`config.mk`:
```
export PLATFORM = sky130hd
export DESIGN_NAME = onchip_mem_ring_writer
export DESIGN_NICKNAME = d
export VERILOG_FILES = /design/src/rtl/onchip_mem_ring_writer.sv
export SDC_FILE = /design/constraint.sdc
export NUM_CORES = 1
export LEC_CHECK = 0
export BUFFER_PORTS_ARGS = -buffer_cell sky130_fd_sc_hd__buf_4
export CORE_AREA = 2 2 215 217
export CTS_CLUSTER_DIAMETER = 50
export DETAILED_ROUTE_END_ITERATION = 12
export DIE_AREA = 0 0 217 219
export PLACE_DENSITY = 0.64
export SLEW_MARGIN = 20
export SYNTH_ARGS = -nofsm -noshare
export SYNTH_HDL_FRONTEND = slang
export SYNTH_SLANG_ARGS = --single-unit
export TNS_END_PERCENT = 50
```
`constraint.sdc`:
```
create_clock -name clk_clk -period 12.4 [get_ports clk_clk]
set_input_delay 2.48 -clock clk_clk [delete_from_list [all_inputs] [get_ports clk_clk]]
set_output_delay 2.48 -clock clk_clk [all_outputs]
set_load 0.05 [all_outputs]
```
`src/rtl/onchip_mem_ring_writer.sv`:
```
// Purpose: round-robin multi-channel writer that appends words to NUM_CH ring regions of the on-chip memory s2 port.
// Latency: one cycle from accept to the registered mem_write strobe; irq is registered from the current ring levels.
// Backpressure: in_ready drops for a full ring; with ONCHIP_RING_DROP_ON_FULL_EN defined, full words are accepted, dropped and counted.
module onchip_mem_ring_writer #(
   parameter int NUM_CH      = 4,
   parameter int DATA_W      = 64,
   parameter int ADDR_W      = 15,
   parameter int REGION_LOG2 = 13,
   parameter int IRQ_THRESH  = 256
) (
   input  logic                          clk_clk,
   input  logic                          reset_reset,
   input  logic                          enable,
   input  logic [NUM_CH-1:0]             in_valid,
   output logic [NUM_CH-1:0]             in_ready,
   input  logic [NUM_CH*DATA_W-1:0]      in_data,
   input  logic [NUM_CH*DATA_W/8-1:0]    in_be,
   input  logic [NUM_CH*REGION_LOG2-1:0] rd_ptr,
   output logic [NUM_CH*REGION_LOG2-1:0] wr_ptr,
   output logic [NUM_CH*REGION_LOG2-1:0] level,
   output logic                          irq,
   output logic [ADDR_W-1:0]             mem_address,
   output logic                          mem_chipselect,
   output logic                          mem_clken,
   output logic                          mem_write,
   output logic [DATA_W-1:0]             mem_writedata,
   output logic [DATA_W/8-1:0]           mem_byteenable
`ifdef ONCHIP_RING_DROP_ON_FULL_EN
   ,
   output logic [NUM_CH*16-1:0]          drop_cnt
`endif
);

   localparam int CH_W = (NUM_CH > 1) ? $clog2(NUM_CH) : 1;
   localparam int BE_W = DATA_W / 8;
   localparam logic [REGION_LOG2-1:0] THRESH  = REGION_LOG2'(IRQ_THRESH);
   localparam logic [CH_W-1:0]        LAST_CH = CH_W'(NUM_CH - 1);

   // producer index per ring
   logic [REGION_LOG2-1:0] wr_q [NUM_CH];
   // first channel examined by the next arbitration (channel 0 after reset)
   logic [CH_W-1:0]        rr_q;

   logic [DATA_W-1:0]      dat_a [NUM_CH];
   logic [BE_W-1:0]        be_a  [NUM_CH];
   logic [NUM_CH-1:0]      full;
   logic [NUM_CH-1:0]      over;
   logic [NUM_CH-1:0]      elig;
   logic [NUM_CH-1:0]      grant;
   logic [CH_W-1:0]        gidx;
   logic [CH_W-1:0]        cidx;
   logic                   xfer;
   logic                   wr_en;

   for (genvar i = 0; i < NUM_CH; i++) begin : g_ring
      logic [REGION_LOG2-1:0] rd_i;
      logic [REGION_LOG2-1:0] wr_inc;
      logic [REGION_LOG2-1:0] lvl;

      // ring occupancy is plain modular distance; a consumer ahead of the producer is not flagged
      assign rd_i    = rd_ptr[i*REGION_LOG2 +: REGION_LOG2];
      assign wr_inc  = wr_q[i] + REGION_LOG2'(1);
      assign lvl     = wr_q[i] - rd_i;
      assign full[i] = (wr_inc == rd_i);
      assign over[i] = (lvl >= THRESH);
      assign dat_a[i] = in_data[i*DATA_W +: DATA_W];
      assign be_a[i]  = in_be[i*BE_W +: BE_W];
      assign wr_ptr[i*REGION_LOG2 +: REGION_LOG2] = wr_q[i];
      assign level[i*REGION_LOG2 +: REGION_LOG2]  = lvl;
   end

`ifdef ONCHIP_RING_DROP_ON_FULL_EN
   // full rings still compete so their words can be consumed and discarded
   assign elig  = in_valid;
   assign wr_en = xfer & ~full[gidx];
`else
   // full rings sit out arbitration, which backpressures their source
   assign elig  = in_valid & ~full;
   assign wr_en = xfer;
`endif

   // round-robin pick of the first eligible channel starting at rr_q
   always_comb begin
      grant = '0;
      gidx  = '0;
      cidx  = '0;
      for (int k = 0; k < NUM_CH; k++) begin
         cidx = CH_W'((int'(rr_q) + k) % NUM_CH);
         if (elig[cidx] && (grant == '0)) begin
            grant[cidx] = 1'b1;
            gidx        = cidx;
         end
      end
   end

   assign in_ready = enable ? grant : '0;
   assign xfer     = |in_ready;

   // ring pointers, arbitration pointer, interrupt and the registered s2 write port
   always_ff @(posedge clk_clk or posedge reset_reset) begin
      if (reset_reset) begin
         for (int i = 0; i < NUM_CH; i++) begin
            wr_q[i] <= '0;
         end
         rr_q           <= '0;
         irq            <= 1'b0;
         mem_write      <= 1'b0;
         mem_chipselect <= 1'b0;
         mem_clken      <= 1'b0;
         mem_address    <= '0;
         mem_writedata  <= '0;
         mem_byteenable <= '0;
      end else begin
         mem_write      <= wr_en;
         mem_chipselect <= wr_en;
         mem_clken      <= wr_en;
         irq            <= |over;
         if (xfer) begin
            rr_q <= (gidx == LAST_CH) ? '0 : gidx + CH_W'(1);
         end
         if (wr_en) begin
            wr_q[gidx]     <= wr_q[gidx] + REGION_LOG2'(1);
            mem_address    <= ADDR_W'({gidx, wr_q[gidx]});
            mem_writedata  <= dat_a[gidx];
            mem_byteenable <= be_a[gidx];
         end
      end
   end

`ifdef ONCHIP_RING_DROP_ON_FULL_EN
   logic [15:0] drop_q [NUM_CH];

   // saturating count of words discarded because their ring was full
   always_ff @(posedge clk_clk or posedge reset_reset) begin
      if (reset_reset) begin
         for (int i = 0; i < NUM_CH; i++) begin
            drop_q[i] <= '0;
         end
      end else if (xfer && full[gidx] && (drop_q[gidx] != 16'hFFFF)) begin
         drop_q[gidx] <= drop_q[gidx] + 16'd1;
      end
   end

   for (genvar i = 0; i < NUM_CH; i++) begin : g_drop
      assign drop_cnt[i*16 +: 16] = drop_q[i];
   end
`endif

endmodule

```
Word-level counts from Yosys, hierarchy flattened
Cells that the tools add are included.
{"block": "totals", "output_inout_bits": 199, "regBits": 143}
{"block": "op_classes", "n_mux": 38, "add_sub_neg": 13, "reduce_logical": 13, "n_lt_le_gt_ge": 14, "eq_ne": 5, "bitwise_logic": 6}
{"operator": "$bmux 64 s2", "count": 1}
{"operator": "$mux 64", "count": 2}
{"operator": "$add 13x1->13 const B", "count": 5}
{"operator": "$bwmux 52", "count": 1}
{"operator": "$eq 13x13->1", "count": 4}
{"operator": "$ge 13x9->1 const B", "count": 4}
{"operator": "$sub 13x13->13", "count": 4}
{"operator": "$mux 13", "count": 3}
{"operator": "$bmux 13 s2", "count": 1}
{"operator": "$demux 13 s2", "count": 1}
{"operator": "$mux 4", "count": 5}
{"operator": "$bmux 8 s2", "count": 1}
{"operator": "$mux 8", "count": 2}
{"operator": "$logic_not 4->1", "count": 3}
{"operator": "$lt 2x3->1 const B", "count": 4}
{"operator": "$or 4x4->4", "count": 3}
{"operator": "$mux 2", "count": 5}
{"operator": "$bmux 1 s2", "count": 4}
{"operator": "$demux 1 s2", "count": 4}
{"operator": "$ge 2x1->1 const B", "count": 4}
{"operator": "$logic_and 1x1->1", "count": 8}
{"operator": "$mux 1", "count": 8}
{"operator": "$reduce_or 4->1", "count": 2}
{"operator": "$add 2x1->2 const B", "count": 2}
{"operator": "other kinds (7)", "count": 8}

Longest topological paths before layout
Gate-level depths: netlist (run 1).
{"block": "depth", "word_depth": 22, "depth_mapped": 25, "mapped_depth_nobuf": 20}

Worst setup path before layout (run 1)
Ideal clock, no wire load.
{"block": "synth_path", "path_kind": "input port to output port", "start": "input rd_ptr[25]", "end": "output in_ready[2]", "stages": 11, "path_buffers": 1, "t_required_ps": 9920, "setup_slack_ps": 3896, "arrival_ps": 6024, "cell_sequence": "xor2_1 > a2111oi_0 > a21oi_1 > a2111oi_0 > a41oi_2 > mux4_2 > buf_6 > a31o_1 > nor4_2 > nand2_1 > a31oi_1"}
{"block": "synth_via", "elab_chain_len": 16, "elab_cells_between_ends": 25}
{"element": "from (decl)", "line_no": "18", "source": "input logic [NUM_CH*REGION_LOG2-1:0] rd_ptr,"}
{"element": "$eq 13x13->1 *", "line_no": "64", "source": "assign full[i] = (wr_inc == rd_i);"}
{"element": "$not 4->4 *", "line_no": "78", "source": "assign elig = in_valid & ~full;"}
{"element": "$and 4x4->4 *", "line_no": "78"}
{"element": "$bmux 1 s2", "line_no": "89", "source": "if (elig[cidx] && (grant == '0)) begin"}
{"element": "$mux 1 (implied by the code)", "line_no": "89"}
{"element": "$mux 4", "line_no": "89"}
{"element": "$logic_not 4->1", "line_no": "89"}
{"element": "$logic_and 1x1->1", "line_no": "89"}
{"element": "$mux 4", "line_no": "89"}
{"element": "$logic_not 4->1", "line_no": "89"}
{"element": "$logic_and 1x1->1", "line_no": "89"}
{"element": "$mux 4", "line_no": "89"}
{"element": "$logic_not 4->1", "line_no": "89"}
{"element": "$logic_and 1x1->1", "line_no": "89"}
{"element": "$mux 4 *", "line_no": "89"}
{"element": "$mux 4 *", "line_no": "96", "source": "assign in_ready = enable ? grant : '0;"}
{"element": "to (decl)", "line_no": "15", "source": "output logic [NUM_CH-1:0] in_ready,"}
Every way passes the cells marked *; elsewhere a longest branch is shown, timed or not. The select of a mux whose other input is x is not followed.

Final worst setup path (run 1)
Same ends and word-level chain as after synthesis.

==> impl_metrics.toml, run 1 <==
[critical_path]
reg2reg_from = "wr_ptr[27]"
critical-path-slowest-cell = "mux4_2"
end_kind = "primary output"
arrival_ns = 6.59
worstPathMaxFanout = 11
slowest_delay_ns = 0.65
critPathLaunch = "rd_ptr[25]"
crit_chain = "buf_4, xor2_1, a2111oi_0, a21oi_1, a2111oi_0, a41oi_2, mux4_2, a221o_1, nor4_2, nand2_1, a31oi_1, buf_4"
criticalPathCategory = "primary input to primary output"
required_ns = 9.92
setup.worst_path.start_class = "primary input"

[floorplan]
core_mm2 = 0.0451
die_area_mm2 = 0.0475
die_h_um = 219
row_count = 78
die_w_um = 217
pin_count = 546
initial_core_util_pct = 28.9

[hold_path]
hold_class = "register to register"
min_from = "mem_address[8]"

[global_routing]
track_usage_pct = 22.8
antenna_found_initial = 13
grt_pass1_vias = 13400
grt_pass1_wl_um = 82100
overflow = 0
grt_max_degree = 94

[synthesis]
yosys.area.top_type = "dfrtp_1"
synth_top_family_by_area = "compound AO/OA/AOI/OAI gates"
synth_area_mm2 = 0.0130
ys_types = 79
synth-edff-count = 0
yosys-top-cells-area = "dfrtp_1 (27%), mux2_2 (8.5%), mux2i_1 (7.6%)"
avgSynthCellArea_um2 = 8.45
yosys.area.top_type_share_pct = 27.4
synth_compound_area_share_pct = 19.3
synth_fa_ha_area_share_pct = 6.75
syn-num-nets = 1958
synth_mux_area_share_pct = 16.9
yosys.area_share.simple_pct = 15.1
synth_ff_type = "dfrtp_1"
synthTopCellsByCount = "inv_1 (153), nand2_1 (146), dfrtp_1 (143)"
synth_seq_area_share_pct = 27.4
synth_cells = 1543
synth_most_common_cell = "inv_1"
synth-seq-cells = 143
yosys_warnings = 0
async_flop_share_pct = 100
synthXorXnorAreaFrac_pct = 6.78

[layout]
syn_to_final_growth_pct = 38.8
finalNonFillerCells = 2640
nets = 2432
drive_gt1_share_pct = 34.4

[placed_design]
dpl.hpwl_um = 45300
dp.cells = 2598
io_buffer_count = 545
gp_congestion = 0.919

[routing]
ant_nets = 0
viasPerCell = 5.13
vias = 13500
wl_per_cell_um = 21.1
drt_iter0_drc = 966
drc_errors = 0
finalWirelength_um = 55800
firstDrtPassIters = 5

[clock_tree]
clockBufferDepth = 2
cts_tree = "built"
cts_buffers = 17
cts_sinks = 143
hold_buffers = 0
htree_levels = 4
insertion_delay_ns = 0.44
cts-root-buf = "clkbuf_16"
clk_pin_slew_ns = 0.06
cts.repair.resized = 0
cts_setup_buffers = 0

[timing]
report.final.slew_viol_count = 0
period_share_pct = 73.2
setup-tns-final_ns = 0
finalHoldViolCount = 0
relSlewSlack_pct = 33.6
rsz0062_at_grt = "no"
skew_ns = 0.0161
fmax_mhz = 110
tightestPinTransition_ns = 0.996
finalCriticalPeriod_ns = 9.07
setup_viol = 0

[job]
cap_viol_max_count = 0

[run_status]
status = "finished clean"
## layout make-up
cell class,count,area [um2]
clock buffer,18,429
fill,4568,27000
clock inverter,14,126
multi-input combinational,1150,8480
antenna,10,25.0
timing repair buffer,551,4140
sequential,143,3580
tap,600,751
inverter,154,583
## worst max-delay path: cells and delay by family
kind	cells	cell delay, ns
XOR/XNOR	1	0.27
AND/OR/NAND/NOR	2	0.67
AO/OA/AOI/OAI	6	2.12
multiplexers	1	0.65
buffers and inverters	2	0.38
## final timing paths
path | end | slack [ns] | cells past startpoint
setup / recovery | in_ready[2] | 3.33 | 12
hold / removal | mem_address[8] | 0.51 | 1
min in group asynchronous | mem_writedata[47] | 2.17 | 2
hold reg to reg | mem_address[8] | 0.51 | 1
max in group asynchronous | mem_byteenable[0] | 8.81 | 3
setup reg to reg | wr_ptr[34] | 4.49 | 16
## per-layer routing
layer / global-route usage, % / up-vias / wire length (um)
met3: 5.92 / 77 / 4350
met4: 7.85 / 8 / 1560
li1: - / 6452 / -
met5: 0 / - / 51
met2: 41.5 / 577 / 28900
met1: 25.5 / 6419 / 20900
## cells by family (layout without fill, tap and decap cells)
family                     Yosys count  in the layout
and+or+nand+nor                    396            396
muxes                              203            203
other                                0             10
xor gates and xnor gates           101            101
DFF                                143            143
adders and majority gates           68             68
AOI/OAI and AO/OA                  382            382
buffers and inverters              250            737
## flip-flops by register name, indices dropped and copies added, names as in the netlist
register,count
mem_writedata,64
wr_ptr,52
mem_address,15
mem_byteenable,8
rr_q,2
irq,1
mem_write,1
## cell usage in the layout (no fill, tap or decap), types with 51 or more instances in the layout
| cell type | instances |
|---|---|
| inv_1 | 152 |
| mux2i_1 | 99 |
| buf_4 | 551 |
| mux2_2 | 99 |
| nor2_1 | 62 |
| nand2_1 | 146 |
| ha_1 | 64 |
| xor2_1 | 51 |
| dfrtp_1 | 143 |
| o211ai_1 | 78 |
| o21ai_0 | 127 |
## through the flow
| step | hold slack [ns] | instance area, um2 | setup slack, ns | util (%) |
|---|---|---|---|---|
| 5_1_grt | 0.542 | 18100 | 2.84 | 40.1 |
| 3_5_place_dp | 0.501 | 17500 | 2.92 | 38.9 |
| 3_3_place_gp | 0.496 | 17500 | 3.04 | 38.9 |
| 2_1_floorplan | 0.750 | 13000 | 3.90 | - |
| 6_report | 0.512 | 18100 | 3.33 | 40.2 |
| 4_1_cts | 0.515 | 18100 | 3.35 | 40.1 |
Power of run 1 is left out: the tool's default activity adds up to more than one toggle a clock period on the data nets, which glitch-free logic cannot reach.
==> inputs of run 2 (changes only) <==
==> constraint.sdc (replaced) <==
create_clock -name clk_clk -period 8.85 [get_ports clk_clk]
set_input_delay 1.77 -clock clk_clk [delete_from_list [all_inputs] [get_ports clk_clk]]
set_output_delay 1.77 -clock clk_clk [all_outputs]
set_load 0.05 [all_outputs]
==> impl_metrics.toml, run 2 (synthesis gave the netlist of run 1 again) <==
[critical_path]
reg2reg_to = "wr_ptr[38]"
arrival_ns = 8.24
crit_buf_inv = 2
setup.worst_path.start_class = "primary input"
crit_family = "simple AND/OR/NAND/NOR gates"
reg2reg_from = "wr_ptr[27]"
criticalPathCategory = "primary input to register"
critical-path-slowest-cell = "nor3_1"
rr_worst_depth = 19
cp-endpoint = "wr_ptr[38]"
slowest_delay_ns = 0.80
worstPathMaxFanout = 14
end_kind = "register"
cp.depth = 19
critPathLaunch = "rd_ptr[25]"
reg2reg_slack_ns = 1.37
crit_chain = "buf_4, xor2_1, a2111oi_0, a21oi_1, a2111oi_0, a41oi_2, mux4_2, a221o_1, nor4_2, nor3_1, or3_4, inv_2, mux2i_2, ha_1, nor2b_1, a22oi_1, nor3_1, o31ai_1, nand3b_1"
required_ns = 9.17

[layout]
ff_latch_area_mm2 = 0.00358
finalNonFillerCells = 2644
nets = 2436
largest_reg_flops = 64
layout_commonest_cell = "buf_4"
layout_common_cells = "buf_4 (555), inv_1 (152), nand2_1 (146)"
drive_gt1_share_pct = 34.5
regMostFlops = "mem_writedata"
syn_to_final_growth_pct = 39.0
multi_input_area_mm2 = 0.00848
fill_cells = 4641

[floorplan]
pin_count = 546
core_mm2 = 0.0451
die_w_um = 217
die_area_mm2 = 0.0475
row_count = 78
initial_core_util_pct = 28.9
die_h_um = 219

[timing]
fmax_mhz = 126
tightestPinTransition_ns = 1.01
setup_viol = 0
setup-tns-final_ns = 0
rsz0062_at_grt = "no"
setup_slack_ns = 0.924
finalHoldViolCount = 0
report.final.slew_viol_count = 0
finalCriticalPeriod_ns = 7.93
skew_ns = 0.0116
relSlewSlack_pct = 32.7
period_share_pct = 89.6

[global_routing]
overflow = 0
grt_pass1_vias = 13400
grt_pass1_wl_um = 81800
grt_max_degree = 99
antenna_found_initial = 15
track_usage_pct = 22.8

[clock_tree]
cts_buffers = 17
hold_buffers = 0
cts-root-buf = "clkbuf_16"
cts_sinks = 143
clockBufferDepth = 2
insertion_delay_ns = 0.44
htree_levels = 4
cts_setup_buffers = 0
cts.repair.resized = 0
clk_pin_slew_ns = 0.06
cts_tree = "built"

[routing]
ant_nets = 0
viasPerCell = 5.13
vias = 13600
finalWirelength_um = 55900
drt_iter0_drc = 989
drc_errors = 0
firstDrtPassIters = 6
wl_per_cell_um = 21.1

[placed_design]
dp.cells = 2602
dpl.hpwl_um = 45500
io_buffer_count = 545
dp_worst_setup_slack_ns = 0.668
gp_congestion = 0.923

[hold_path]
hold_class = "register to register"

[job]
cap_viol_max_count = 0

[run_status]
status = "finished clean"
## run 2: metal layers
layer  up-vias  wire length (um)  part of all wire [%]  global-route usage, %
li1       6454                 -                     -                      -
met1      6528             21500                    38                   25.7
met2       506             28800                    51                   41.4
met3        68              4030                   7.2                   5.74
met4         8              1590                   2.8                   8.36
met5         -                58                  0.10                      0
## run 2: through the flow
stage | cell area [um2] | util (%) | hold WS, ns
6_report | 18100 | 40.2 | 0.510
5_1_grt | 18100 | 40.2 | 0.526
2_1_floorplan | 13000 | - | 0.750
3_5_place_dp | 17600 | 38.9 | 0.498
4_1_cts | 18100 | 40.1 | 0.513
3_3_place_gp | 17600 | 38.9 | 0.495
## run 2: worst min-delay path by stage
stage,startpoint,end,depth (start not counted)
detailed placement,mem_address[9],mem_address[9],1
global placement,mem_address[9],mem_address[9],1
floorplan,mem_address[2],mem_address[2],2
CTS,mem_address[9],mem_address[9],1
global route,mem_address[11],mem_address[11],1
finish,mem_address[9],mem_address[9],1
## run 2: final cells by class
class | instances | share of cell area [%]
Antenna cell | 11 | 0.152
Tap cell | 600 | 4.14
Clock inverter | 10 | 0.435
Sequential cell | 143 | 19.7
Timing Repair Buffer | 555 | 23.0
Clock buffer | 21 | 2.54
Inverter | 154 | 3.22
Multi-Input combinational cell | 1150 | 46.8
Power of run 2 is left out for the same reason.
